--- src/rtl/io_cfg_pkg.sv ---
// Shared constants and types for the serial I/O-bank configuration loader.
package io_cfg_pkg;

  localparam logic [7:0]  SYNC_WORD = 8'hA5;
  localparam int unsigned REC_W     = 3;

  typedef enum logic [1:0] {
    HUNT,
    LOAD,
    COMMIT
  } state_t;

  localparam logic [1:0] TSM_HIZ   = 2'b00;
  localparam logic [1:0] TSM_TSCTL = 2'b01;
  localparam logic [1:0] TSM_DRIVE = 2'b10;

  // Pin-driver enable implied by a tristate-mux select; 2'b11 also drives.
  function automatic logic tsm_drives(input logic [1:0] tsm, input logic ts);
    if ((tsm & TSM_DRIVE) != '0) return 1'b1;
    else if (tsm == TSM_TSCTL)   return ts;
    else                         return 1'b0;
  endfunction

endpackage

--- src/rtl/io_cfg_sync_det.sv ---
// 8-bit sliding-window sync-word matcher; match reflects the post-shift window.
module io_cfg_sync_det
  import io_cfg_pkg::*;
(
  input  logic clk,
  input  logic rst,
  input  logic en,
  input  logic clr,
  input  logic din,
  output logic match
);

  logic [7:0] win;
  logic [7:0] win_next;

  assign win_next = {win[6:0], din};
  assign match    = en && (win_next == SYNC_WORD);

  always_ff @(posedge clk or posedge rst) begin
    if (rst)      win <= '0;
    else if (clr) win <= '0;
    else if (en)  win <= win_next;
  end

endmodule

--- src/rtl/io_cfg_loader.sv ---
// Serial configuration loader: hunts for the sync word, shifts in per-IOB records,
// checks even parity and commits the whole bank in one cycle.
module io_cfg_loader
  import io_cfg_pkg::*;
#(
  parameter int unsigned NUM_IOB = 8,
  parameter int unsigned CNT_W   = $clog2(3 * NUM_IOB + 1)
) (
  input  logic                   CFGCLK,
  input  logic                   RST,
  input  logic                   CFG_DIN,
  input  logic                   CFG_EN,
  output logic [2*NUM_IOB-1:0]   TSMUX,
  output logic [NUM_IOB-1:0]     DORREG,
  output logic                   BUSY,
  output logic                   DONE,
  output logic                   ERR
);

  localparam int unsigned       PAY_W    = REC_W * NUM_IOB;
  localparam logic [CNT_W-1:0]  LAST_CNT = CNT_W'(PAY_W);

  state_t              state;
  logic [PAY_W-1:0]    shadow;
  logic [CNT_W-1:0]    cnt;
  logic                par;
  logic                par_ok;
  logic                sync_hit;
  logic [2*NUM_IOB-1:0] ts_next;
  logic [NUM_IOB-1:0]  dr_next;

  io_cfg_sync_det u_sync (
    .clk   (CFGCLK),
    .rst   (RST),
    .en    (CFG_EN && (state == HUNT)),
    .clr   (sync_hit),
    .din   (CFG_DIN),
    .match (sync_hit)
  );

  // Record i occupies shadow[3i+2:3i] as {tsmux[1], tsmux[0], dorreg}.
  always_comb begin
    ts_next = '0;
    dr_next = '0;
    for (int unsigned i = 0; i < NUM_IOB; i++) begin
      ts_next[2*i+1] = shadow[REC_W*i+2];
      ts_next[2*i]   = shadow[REC_W*i+1];
      dr_next[i]     = shadow[REC_W*i];
    end
  end

  always_ff @(posedge CFGCLK or posedge RST) begin
    if (RST) begin
      state  <= HUNT;
      shadow <= '0;
      cnt    <= '0;
      par    <= 1'b0;
      par_ok <= 1'b0;
      TSMUX  <= {NUM_IOB{TSM_HIZ}};
      DORREG <= '0;
      BUSY   <= 1'b0;
      DONE   <= 1'b0;
      ERR    <= 1'b0;
    end else begin
      unique case (state)
        HUNT: begin
          if (sync_hit) begin
            state <= LOAD;
            BUSY  <= 1'b1;
            DONE  <= 1'b0;
            ERR   <= 1'b0;
            cnt   <= '0;
            par   <= 1'b0;
          end
        end
        LOAD: begin
          if (CFG_EN) begin
            if (cnt == LAST_CNT) begin
              state  <= COMMIT;
              par_ok <= ~(par ^ CFG_DIN);
            end else begin
              shadow <= {shadow[PAY_W-2:0], CFG_DIN};
              par    <= par ^ CFG_DIN;
              cnt    <= cnt + CNT_W'(1);
            end
          end
        end
        COMMIT: begin
          state <= HUNT;
          BUSY  <= 1'b0;
          if (par_ok) begin
            TSMUX  <= ts_next;
            DORREG <= dr_next;
            DONE   <= 1'b1;
          end else begin
            ERR <= 1'b1;
          end
        end
        default: begin
          state <= HUNT;
          BUSY  <= 1'b0;
        end
      endcase
    end
  end

endmodule
--- config.mk ---
export PLATFORM = sky130hd
export DESIGN_NAME = io_cfg_loader
export DESIGN_NICKNAME = d
export VERILOG_FILES = /design/src/rtl/io_cfg_pkg.sv /design/src/rtl/io_cfg_sync_det.sv /design/src/rtl/io_cfg_loader.sv
export SDC_FILE = /design/constraint.sdc
export NUM_CORES = 1
export LEC_CHECK = 0
export ABC_AREA = 1
export BUFFER_PORTS_ARGS = -buffer_cell sky130_fd_sc_hd__buf_2
export CORE_ASPECT_RATIO = 1.4
export CORE_MARGIN = 2
export CORE_UTILIZATION = 45
export CTS_BUF_LIST = sky130_fd_sc_hd__clkbuf_4 sky130_fd_sc_hd__clkbuf_8 sky130_fd_sc_hd__clkbuf_16
export CTS_CLUSTER_DIAMETER = 120
export CTS_CLUSTER_SIZE = 30
export DETAILED_ROUTE_END_ITERATION = 12
export GPL_TIMING_DRIVEN = 0
export PLACE_DENSITY = 0.64
export SLEW_MARGIN = 20
export SYNTH_ARGS = -nofsm -noshare
export SYNTH_HDL_FRONTEND = slang
export SYNTH_SLANG_ARGS = --single-unit
--- constraint.sdc ---
create_clock -name CFGCLK -period 6.2 [get_ports CFGCLK]
set_input_delay 0.93 -clock CFGCLK [delete_from_list [all_inputs] [get_ports CFGCLK]]
set_output_delay 0.93 -clock CFGCLK [all_outputs]
set_load 0.1 [all_outputs]
==> results.toml <==
[run_status]
outcome = "completed"

[run]
cap_violations = 0

[grt]
grt_use_total_pct = 17.0
antenna_found_initial = 0
grt_pass1_wl_um = 9380
overflow = 0
grt_pass1_vias = 2025
grt_max_degree = 47

[cells_and_area]
multi_input_area_um2 = 968
layout_commonest_cell = "dfrtp_1"
finish.utilization_pct = 54.0
finalNetCount = 342
n_antenna_cell = 0
nFillCells = 607
drive_gt1_share_pct = 32.0
final_cell_mix = "dfrtp_1 (67), nand2_1 (65), inv_1 (35)"
area_growth_pct = 16.1
regArea_um2 = 1680

[timing]
rsz0062_at_grt = "false"
setup_slack_ps = 4140
worst_slew_pin_slew_ps = 490
fin_setup_tns_ps = 0
maxSlewViolCount = 0
finalSetupViolations = 0
relSlewSlack_pct = 67.6
finalHoldViolCount = 0
skew_ps = 6.54
layout_min_cycle_time_ps = 2060
fmax_mhz = 485
final.period_utilization_pct = 33.2

[route]
wl_um = 5160
drcViolationCount = 0
dr.pass1.iters = 4
drtAntennaViolNets = 0
vias_per_cell = 4.82
drt_iter0_drc = 107
wl_met1_um = 2360
met3_length_um = 214
wl_per_cell_um = 12.5
wl_met2_um = 2490
top_layer = "met4"
vias = 1992

[critical_path]
worst_ep_required_time_ps = 5270
reg2reg_slack_ps = 4790
cp_slowest_stage_delay_ps = 430
end_kind = "primary output"
crit_family = "buffers and inverters"
r2r_end = "shadow[6]$_DFFE_PP0P_"
arrival_ps = 1130
slowest_stage = "buf_2"
r2r-start = "cnt[0]$_DFFE_PP0P_"
reg2reg_depth = 8
worstPathMaxFanout = 2
start_kind = "register"
crit_type = "register to primary output"
path_cells = "buf_2"
worst-path-buf-inv = 1

[synth]
synthCells = 294
ys_warn_count = 0
yosysUniqueCellTypes = 27
syn_area_per_cell_um2 = 9.89
ys_seq_area_share_pct = 57.7
netlist_area_um2 = 2910
ys_ff_latch = 67
syn_nets = 300

[floorplanning]
initial_core_util_pct = 46.5
dieHeight_um = 99.1
rows = 34
die_x_um = 71.9
die-area_um2 = 7130
core_area_um2 = 6250
ioPinCount = 31

[hold_path]
hold-path-cell-count = 2
hp-class = "register to register"
hp-start = "DONE$_DFFE_PP0P_"
whs_endpoint = "DONE$_DFFE_PP0P_"

[clock_tree]
clkTransAtPathRegs_ps = 70
cts.sinks = 67
root_buffer = "clkbuf_8"
post_cts_resize_count = 0
post_cts_buffers = 0
cts_buffers = 9
cts_max_path_buffers = 2
clk_latency_ps = 340
holdBufCountCts = 0
cts_tree = "yes"
cts-htree-levels = 3

[power]
irDropWorstVdd_v = 0.000178
internal_power_mw = 0.830
clockPowerShare_pct = 29.7
p_sw_share_pct = 32.0
power.density_cell_area_nw_per_um2 = 362
p_leak_nw = 1.71
p_switching_mw = 0.391
combinationalPowerShare_pct = 22.3
finalPower_mw = 1.22
p_seq_share_pct = 48.0

[place]
pre_cts_ws_ps = 4240
routabilityCongestion = 0.795
port_buffers = 30
hpwl_um = 3610
[through the flow]
step,cells,hold WS [ps],instance area (um^2)
4_1_cts,413,477,3380
6_report,413,474,3380
2_1_floorplan,294,452,2910
5_1_grt,413,498,3380
3_5_place_dp,397,458,3180
3_3_place_gp,396,452,3150
[cell type report]
| type | count | share of cell area [%] |
|---|---|---|
| buffer | 11 | 3.34 |
| clock buffer | 11 | 4.30 |
| inverter | 40 | 4.52 |
| tap | 72 | 2.67 |
| timing repair buffer | 31 | 5.26 |
| clock inverter | 5 | 1.56 |
| multi-input combinational | 176 | 28.7 |
| sequential | 67 | 49.7 |
[synthesized netlist by cell type (all sizes together)]
| library cell | instances | area share, % |
|---|---|---|
| xnor2 | 2 | 0.60 |
| clkbuf | 3 | 0.52 |
| dfrtp | 67 | 58 |
| nor3 | 1 | 0.34 |
| o21ai | 54 | 12 |
| mux2 | 1 | 0.39 |
| nor2 | 17 | 2.8 |
| nand3 | 13 | 3.2 |
| nand2 | 84 | 13 |
| o31ai | 1 | 0.26 |
| buf | 8 | 3.4 |
| a21oi | 1 | 0.17 |
| ha | 2 | 0.86 |
| inv | 40 | 5.2 |
[sequential cells by signal (all words and copies together) (netlist names)]
signal,flops
DORREG,8
ERR,1
BUSY,1
shadow,24
u_sync.win,7
par,1
DONE,1
TSMUX,16
cnt,5
state,2
par_ok,1
[kinds of logic (layout without fill, tap and decap cells)]
family	count (synthesis)	in the layout	synth area share (%)
simple gates	115	115	19.1
compound gates	56	56	12.3
flops	67	67	57.7
buf+inv	51	98	9.04
mux	1	1	0.387
xor+xnor	2	2	0.603
fa+ha+maj	2	2	0.860
[worst reg2reg max path, cell delays in order, from the launching register on]
cell     delay, ps
dfrtp_1        410
inv_1           60
ha_1           200
nand3_2        100
nand3_2        100
buf_6          170
buf_12         150
nand2_2         60
o21ai_2         50
[power by group through the flow]
| stage | registers, mW | clock network [mW] | logic, mW |
|---|---|---|---|
| 6_report | 0.586 | 0.362 | 0.272 |
| 5_1_grt | 0.601 | 0.392 | 0.314 |
| 4_1_cts | 0.586 | 0.374 | 0.277 |
| 3_5_place_dp | 0.594 | 0 | 0.276 |
| 3_3_place_gp | 0.591 | 0 | 0.268 |
| 2_1_floorplan | 0.598 | 0 | 0.215 |
[layer usage]
layer | GRT usage, % | vias up
met5 | 0 | -
met4 | 6.97 | 0
met3 | 4.66 | 7
met2 | 27.4 | 37
met1 | 21.6 | 947
li1 | - | 1001
[how the worst max path moves through the flow]
| stage | to | from | cells past startpoint | slack [ps] |
|---|---|---|---|---|
| floorplan | BUSY$_DFFE_PP0P_ | RST | 1 | 3590 |
| global placement | TSMUX[15]$_DFFE_PP0P_ | RST | 2 | 2730 |
| detailed placement | cnt[3]$_DFFE_PP0P_ | CFG_DIN | 8 | 4240 |
| CTS | DORREG[0] | DORREG[0]$_DFFE_PP0P_ | 1 | 4110 |
| global route | TSMUX[10] | TSMUX[10]$_DFFE_PP0P_ | 1 | 4100 |
| finish | TSMUX[11] | TSMUX[11]$_DFFE_PP0P_ | 1 | 4140 |
(Power assumes the default switching activity.)
